===== config.mk =====
export PLATFORM = sky130hd
export DESIGN_NAME = mem_arbiter
export DESIGN_NICKNAME = d
export VERILOG_FILES = /design/src/rtl/mem_arbiter_pkg.sv /design/src/rtl/mem_arb_pick.sv /design/src/rtl/mem_arbiter.sv
export SDC_FILE = /design/constraint.sdc
export NUM_CORES = 1
export LEC_CHECK = 0
export BUFFER_PORTS_ARGS = -buffer_cell sky130_fd_sc_hd__buf_2
export CAP_MARGIN = 15
export CORE_ASPECT_RATIO = 0.9
export CORE_UTILIZATION = 40
export CTS_CLUSTER_SIZE = 20
export DETAILED_ROUTE_END_ITERATION = 6
export GPL_ROUTABILITY_DRIVEN = 0
export PLACE_DENSITY = 0.75
export RECOVER_POWER = 50
export SYNTH_ARGS = -nofsm -noshare
export SYNTH_HDL_FRONTEND = slang
export SYNTH_SLANG_ARGS = --single-unit

===== constraint.sdc =====
create_clock -name clk -period 1.8 [get_ports clk]
set_input_delay 0.36 -clock clk [delete_from_list [all_inputs] [get_ports clk]]
set_output_delay 0.36 -clock clk [all_outputs]
set_load 0.02 [all_outputs]

===== src/rtl/mem_arbiter_pkg.sv =====
// Shared constants for the two-port memory arbiter: FSM encodings, flag bit and port indices.
package mem_arbiter_pkg;

  typedef enum logic [1:0] {
    ArbIdle = 2'b00,
    ArbWait = 2'b01,
    ArbResp = 2'b10
  } arb_state_e;

  localparam int unsigned RwRead  = 0;
  localparam int unsigned RwWrite = 1;

  localparam logic ArbPortD = 1'b0;
  localparam logic ArbPortI = 1'b1;

  // An illegal {write,read} = 2'b11 is treated as a plain write.
  function automatic logic [1:0] rw_norm(input logic [1:0] flag);
    logic [1:0] res;
    res = flag;
    if (flag[RwWrite]) begin
      res = 2'b10;
    end
    return res;
  endfunction

endpackage


===== src/rtl/mem_arb_pick.sv =====
// Combinational winner select for the two miss ports.
// ARB_ROUND_ROBIN_EN enables the rotating tie-break; otherwise the dcache port wins ties.
module mem_arb_pick
  import mem_arbiter_pkg::*;
(
  input  logic [1:0] valid,
`ifdef ARB_ROUND_ROBIN_EN
  input  logic       rr_ptr,
`endif
  output logic       any,
  output logic       winner
);

  always_comb begin
    any    = |valid;
    winner = ArbPortD;
    if (valid == 2'b10) begin
      winner = ArbPortI;
`ifdef ARB_ROUND_ROBIN_EN
    end else if (valid == 2'b11) begin
      // rr_ptr holds the port granted last, so the other one wins the tie.
      winner = ~rr_ptr;
`endif
    end
  end

endmodule


===== src/rtl/mem_arbiter.sv =====
// Shares one memory port between the dcache (port 0) and icache (port 1) miss ports.
// One transaction in flight; define ARB_ROUND_ROBIN_EN for round-robin tie-breaking.
module mem_arbiter
  import mem_arbiter_pkg::*;
#(
  parameter int unsigned ADDR_WIDTH = 32,
  parameter int unsigned DATA_WIDTH = 32,
  parameter int unsigned MASK_WIDTH = 4
) (
  input  logic                    clk,
  input  logic                    rst,
  input  logic [3:0]              req_rw_flag_i,
  input  logic [2*ADDR_WIDTH-1:0] req_addr_i,
  input  logic [2*DATA_WIDTH-1:0] req_w_data_i,
  input  logic [2*MASK_WIDTH-1:0] req_w_mask_i,
  output logic [2*DATA_WIDTH-1:0] req_r_data_o,
  output logic [1:0]              req_busy_o,
  output logic [1:0]              req_done_o,
  output logic [1:0]              mem_rw_flag_o,
  output logic [ADDR_WIDTH-1:0]   mem_addr_o,
  output logic [DATA_WIDTH-1:0]   mem_w_data_o,
  output logic [MASK_WIDTH-1:0]   mem_w_mask_o,
  input  logic [DATA_WIDTH-1:0]   mem_r_data_i,
  input  logic                    mem_busy_i,
  input  logic                    mem_done_i
);

  arb_state_e              state_q;
  logic                    grant_q;
  logic [1:0]              flag_q;
  logic [ADDR_WIDTH-1:0]   addr_q;
  logic [DATA_WIDTH-1:0]   w_data_q;
  logic [MASK_WIDTH-1:0]   w_mask_q;
  logic [2*DATA_WIDTH-1:0] r_data_q;
  logic [1:0]              done_q;

  logic [1:0]            req_valid;
  logic                  pick_any;
  logic                  pick_winner;
  logic [1:0]            sel_flag;
  logic [ADDR_WIDTH-1:0] sel_addr;
  logic [DATA_WIDTH-1:0] sel_w_data;
  logic [MASK_WIDTH-1:0] sel_w_mask;
  logic [DATA_WIDTH-1:0] resp_data;

  // Memory busy is informational only.
  logic unused_mem_busy;
  assign unused_mem_busy = mem_busy_i;

  assign req_valid[0] = |req_rw_flag_i[1:0];
  assign req_valid[1] = |req_rw_flag_i[3:2];

`ifdef ARB_ROUND_ROBIN_EN
  logic rr_q;
`endif

  mem_arb_pick u_pick (
    .valid  (req_valid),
`ifdef ARB_ROUND_ROBIN_EN
    .rr_ptr (rr_q),
`endif
    .any    (pick_any),
    .winner (pick_winner)
  );

  always_comb begin
    if (pick_winner == ArbPortI) begin
      sel_flag   = req_rw_flag_i[3:2];
      sel_addr   = req_addr_i[ADDR_WIDTH +: ADDR_WIDTH];
      sel_w_data = req_w_data_i[DATA_WIDTH +: DATA_WIDTH];
      sel_w_mask = req_w_mask_i[MASK_WIDTH +: MASK_WIDTH];
    end else begin
      sel_flag   = req_rw_flag_i[1:0];
      sel_addr   = req_addr_i[0 +: ADDR_WIDTH];
      sel_w_data = req_w_data_i[0 +: DATA_WIDTH];
      sel_w_mask = req_w_mask_i[0 +: MASK_WIDTH];
    end
  end

  assign resp_data = flag_q[RwWrite] ? '0 : mem_r_data_i;

  always_ff @(posedge clk or negedge rst) begin
    if (!rst) begin
      state_q  <= ArbIdle;
      grant_q  <= ArbPortD;
      flag_q   <= '0;
      addr_q   <= '0;
      w_data_q <= '0;
      w_mask_q <= '0;
      r_data_q <= '0;
      done_q   <= '0;
`ifdef ARB_ROUND_ROBIN_EN
      rr_q     <= ArbPortI;
`endif
    end else begin
      case (state_q)
        ArbIdle: begin
          if (pick_any) begin
            grant_q  <= pick_winner;
            flag_q   <= rw_norm(sel_flag);
            addr_q   <= sel_addr;
            w_data_q <= sel_w_data;
            w_mask_q <= sel_w_mask;
            state_q  <= ArbWait;
`ifdef ARB_ROUND_ROBIN_EN
            rr_q     <= pick_winner;
`endif
          end
        end
        ArbWait: begin
          if (mem_done_i) begin
            if (grant_q == ArbPortI) begin
              r_data_q[DATA_WIDTH +: DATA_WIDTH] <= resp_data;
              done_q <= 2'b10;
            end else begin
              r_data_q[0 +: DATA_WIDTH] <= resp_data;
              done_q <= 2'b01;
            end
            state_q <= ArbResp;
          end
        end
        ArbResp: begin
          done_q  <= '0;
          state_q <= ArbIdle;
        end
        default: begin
          done_q  <= '0;
          state_q <= ArbIdle;
        end
      endcase
    end
  end

  assign mem_rw_flag_o = (state_q == ArbWait) ? flag_q : 2'b00;
  assign mem_addr_o    = addr_q;
  assign mem_w_data_o  = w_data_q;
  assign mem_w_mask_o  = w_mask_q;
  assign req_r_data_o  = r_data_q;
  assign req_done_o    = done_q;

  assign req_busy_o[0] = (state_q != ArbIdle) && !(state_q == ArbResp && grant_q == ArbPortD);
  assign req_busy_o[1] = (state_q != ArbIdle) && !(state_q == ArbResp && grant_q == ArbPortI);

endmodule

; Word level (Yosys, flattened, before mapping)
; Cells that the tools add are included.
[totals]
ff_bits = 139
latchBits = 0
ramBits = 0
rom_bits = 0
in_bits = 176
out_inout_bits = 138
word_cells = 46
memories = 0
[op_classes]
add_sub_neg = 0
multipliers = 0
n_div = 0
order_cmp = 0
n_eq_ne = 5
shifts = 0
mux = 14
bitwise = 2
n_reduce_logical = 16
[ops]
columns = op, count
row1 = $mux 32, 3
row2 = $mux 2, 7
row3 = $pmux 2 s2, 2
row4 = $reduce_and 2->1, 3
row5 = $reduce_and 3->1, 2
row6 = $eq 2x2->1 const B, 2
row7 = $logic_and 1x1->1, 4
row8 = $mux 4, 1
row9 = $ne 2x2->1 const B, 2
row10 = $reduce_or 2->1, 2
row11 = $reduce_or 4->1, 1
row12 = $eq 2x1->1 const B, 1
row13 = $logic_not 1->1, 2
row14 = $logic_not 2->1, 1
row15 = $not 1->1, 2
row16 = $reduce_bool 2->1, 1
row17 = $mux 1, 1

; Logic depth before layout (Yosys ltp)
[depth]
word_depth = 5
mapped_depth = 7
depth_no_buf = 3

; Hierarchy
; A second synthesis with hierarchy kept.
[hier_totals]
cells_unflattened = 576
area_unflattened_um2 = 5918.2
[modules_own_cells]
columns = mod, instances, cells_per_inst, area_per_inst_um2
row1 = mem_arbiter, 1, 574, 5905.7
row2 = mem_arb_pick, 1, 2, 12.5

; Least setup slack after synthesis
; Ideal clock, no wire load.
[synth_timing]
path_kind = reg-to-reg
startpoint = register state_q[0]
endpoint = register w_data_q[12], in the netlist mem_w_data_o[12]
t_arrival_ns = 1.532
required_time_ns = 1.665
setup_slack_ns = 0.133
path_stages_with_launch = 8
path_buffers = 4
synth_period_minus_slack_ns = 1.667
cell_sequence = dfrtp_1 -> buf_2 -> or2_1 -> buf_2 -> nor4_4 -> buf_4 -> buf_6 -> a221oi_2
[synth_between]
elab_chain_len = 2
[synth_rtl]
columns = element, line
row1 = from (decl), mem_arbiter.sv:28  ; arb_state_e state_q;
row2 = from (signal assigned), mem_arbiter.sv:84  ; state_q <= ArbIdle;
row3 = from (signal assigned), mem_arbiter.sv:104  ; state_q <= ArbWait;
row4 = from (signal assigned), mem_arbiter.sv:119  ; state_q <= ArbResp;
row5 = $logic_not 2->1, mem_arbiter.sv:96  ; case (state_q)
row6 = $reduce_and 2->1 (no source line), n/a
row7 = to (signal assigned), mem_arbiter.sv:102  ; w_data_q <= sel_w_data;
row8 = to (decl), mem_arbiter.sv:32  ; logic [DATA_WIDTH-1:0] w_data_q;
; Every way passes these cells.
; A chain may end at the register's enable or synchronous reset.

; Final worst setup path
[layout_timing]
startpoint = register state_q[1]
endpoint = output mem_rw_flag_o[1]
[layout_between]
elab_chain_len = 2
[layout_rtl]
columns = element, line
row1 = $eq 2x1->1, mem_arbiter.sv:134  ; assign mem_rw_flag_o = (state_q == ArbWait) ? flag_q : 2'b00;
row2 = $mux 2, mem_arbiter.sv:134
row3 = to (decl), mem_arbiter.sv:19  ; output logic [1:0] mem_rw_flag_o,
; Every way passes these cells.

==> flow_summary.json <==
{
  "status": "finished clean",
  "finalInstanceArea_um2": 8452,
  "place_area_um2": 7963,
  "area_delta_synth_final_pct": 37.77,
  "clk_pin_slew_worst_paths_ps": 60,
  "slew_headroom_pct": 46.87,
  "yosysSeqAreaShare_pct": 56.70,
  "finalWorstSetupSlack_ps": 80.37,
  "hold_path_class": "input pin to register",
  "cts_buffers": 17,
  "remaining_drc_errors": 0,
  "initialDrtViolationCount": 293,
  "cts_max_level": 4,
  "netlist_instances": 647,
  "antennaDiodeCount": 0,
  "drive_gt1_share_pct": 33.78,
  "register_area_um2": 3478,
  "row_count": 42,
  "clock_sinks": 139,
  "critPathLaunchType": "register",
  "pre_cts_ws_ps": 17.65,
  "crit_top_cell": "buf_4",
  "drt_first_pass_iters": 7,
  "synth.avg_cell_area_um2": 9.482,
  "whs_endpoint": "mem_w_data_o[21]",
  "overflow": 0,
  "syn_nets": 823,
  "finalMaxSlewViolations": 0,
  "reg2reg_to": "mem_w_mask_o[0]",
  "p_per_area_nw_per_um2": 1873,
  "max_cap_viol_count": 0,
  "drtAntennaViolNets": 0,
  "period_share_pct": 95.53,
  "setup-tns-final_ps": 0,
  "wl_mm": 17.39,
  "fin_nets": 1125,
  "hold_start": "req_w_data_i[53]",
  "crit_type": "register to output port",
  "grt_pass1_wl_mm": 27.64,
  "dp.final_hpwl_mm": 12.12,
  "antenna_found_initial": 1,
  "synth_warnings": 0,
  "crit_arrival_ps": 1360,
  "synthDistinctLibCells": 26,
  "cts_tree": "built",
  "grt_max_degree": 69,
  "die_y_um": 119.5,
  "cpPeakStageDelay_ps": 380,
  "slowest_stage": "dfrtp_1",
  "finalSetupViolations": 0,
  "reg2reg_depth": 4,
  "die-area_um2": 15840,
  "io_pins": 314,
  "core_um2": 14820,
  "rr_startpoint": "state_q[1]",
  "crit_fanout": 7,
  "worstSetupStartpoint": "state_q[1]",
  "worstMarginPinSlew_ps": 797.0,
  "viasPerCell": 4.918,
  "ctsRootBufferMaster": "clkbuf_16",
  "reg2reg_setup_slack_ps": 170,
  "critPathCaptureType": "output port",
  "wl_per_cell_um": 14.99,
  "clock_skew_ps": 9.365,
  "critPathRequiredTime_ps": 1440,
  "multiInputGateArea_um2": 1942,
  "synth_area_um2": 6135,
  "die_w_um": 132.5,
  "worstPathCellList": "buf_4 -> nor2b_4 -> inv_1 -> nor2_1 -> buf_4",
  "leakage_nw": 4.485,
  "grt_pass1_vias": 5570,
  "grt_usage_pct": 22.20,
  "start_util_pct": 41.40,
  "synth.ff_latch_count": 139,
  "vias": 5705,
  "cts_max_path_buffers": 2,
  "finalHoldViolations": 0,
  "worstSkewPairLatency_ps": 410,
  "finalCriticalPeriod_ps": 1720,
  "fmax_ghz": 0.5815,
  "ir_drop_mv": 0.9378,
  "fillers": 1360,
  "port_buffers": 312,
  "rsz0062_at_grt": "no",
  "hold_depth": 3
}
-- registers in the layout, indices dropped and copies added, names as in the netlist --
register      cells
flag_q            2
grant_q           1
req_done_o        2
mem_addr_o       32
req_r_data_o     64
state_q           2
mem_w_data_o     32
mem_w_mask_o      4
-- through the flow --
| stage | hold WS [ps] | total power, mW | std cells | util (%) |
|---|---|---|---|---|
| after global routing | 169.5 | 16.86 | 1160 | 57.03 |
| after CTS | 161.6 | 16.09 | 1160 | 57.60 |
| after floorplan | 64.41 | 9.975 | 647 | - |
| after global placement | 260.2 | 12.56 | 1127 | 53.73 |
| final | 187.4 | 15.83 | 1160 | 57.03 |
| after detailed placement | 254.2 | 12.72 | 1127 | 53.73 |
-- worst max-delay path: cells and delay by family (launching register included) --
| kind | cells | cell delay [ps] |
|---|---|---|
| buf+inv | 3 | 380 |
| flops | 1 | 380 |
| simple gates | 2 | 200 |
-- where the power goes --
part,switching [mW],total (mW),internal (mW)
clock network,1.36,3.30,1.94
logic,4.72,7.10,2.37
registers,0.824,5.43,4.61
total,6.91,15.8,8.92
-- cells in the final DEF (no fill, tap or decap), types with 2 or more instances in the layout --
master,count
clkinv_4,4
a21o_1,4
nor2_1,4
a21oi_1,2
o21ai_0,65
nand2_1,98
buf_12,4
buf_2,249
buf_6,2
clkbuf_1,61
dfrtp_1,139
a221oi_1,48
clkinvlp_4,2
inv_6,2
clkinv_2,4
and2_1,2
clkbuf_16,18
inv_1,138
buf_4,10
a221oi_2,20
clkbuf_2,2
nor3_1,68
-- cells in the mapped netlist --
library cell	count	area [µm²]
a2111oi_0	1	8.760
a21o_1	4	30.03
a21oi_1	2	10.01
a221oi_1	48	420.4
a221oi_2	20	300.3
and2_1	2	12.51
buf_1	1	3.750
buf_2	14	70.07
buf_4	2	15.01
buf_6	2	22.52
clkbuf_1	28	105.1
clkinv_1	1	3.750
dfrtp_1	139	3478
inv_1	138	518.0
mux2i_1	1	10.01
nand2_1	98	367.9
nand3_1	1	5.000
nand4b_1	1	8.760
nand4bb_1	1	11.26
nor2_1	5	18.77
nor2b_1	2	12.51
nor3_1	68	340.3
nor4_4	1	21.27
o21ai_0	65	325.3
o22a_1	1	8.760
or2_1	1	6.260
-- per-layer routing --
| metal | track usage (%) | routed length [µm] |
|---|---|---|
| met1 | 27.90 | 7617 |
| met2 | 36.09 | 8191 |
| met3 | 6.173 | 1118 |
| met4 | 8.980 | 452 |
| met5 | 0 | 13 |
-- how the worst max path moves through the flow --
stage	endpoint	slack, ps
floorplan	mem_w_data_o[12]	130
global placement	flag_q[1]	100
detailed placement	flag_q[1]	20
CTS	flag_q[1]	10
global route	mem_rw_flag_o[1]	10
finish	mem_rw_flag_o[1]	80
-- logic make-up after synthesis --
kind of cell	synth area share, %
AOI/OAI and AO/OA	17.99
buffers and inverters	12.03
DFF	56.70
muxes	0.1632
and+or+nand+nor	13.11
-- repair_timing --
action,CTS,global route
gates resized for setup,1,7
buffers inserted,0,0
hold endpoints to repair,27,0
hold buffers,1,0
setup endpoints to repair,1,14
-- layout make-up --
class / instances / share of cell area (%)
Inverter: 139 / 6.173
Multi-Input combinational cell: 322 / 22.98
Timing Repair Buffer: 330 / 20.13
Sequential cell: 139 / 41.15
Tap cell: 198 / 2.931
Clock buffer: 19 / 5.241
Clock inverter: 13 / 1.392
Power figures use the tool's default switching activity.
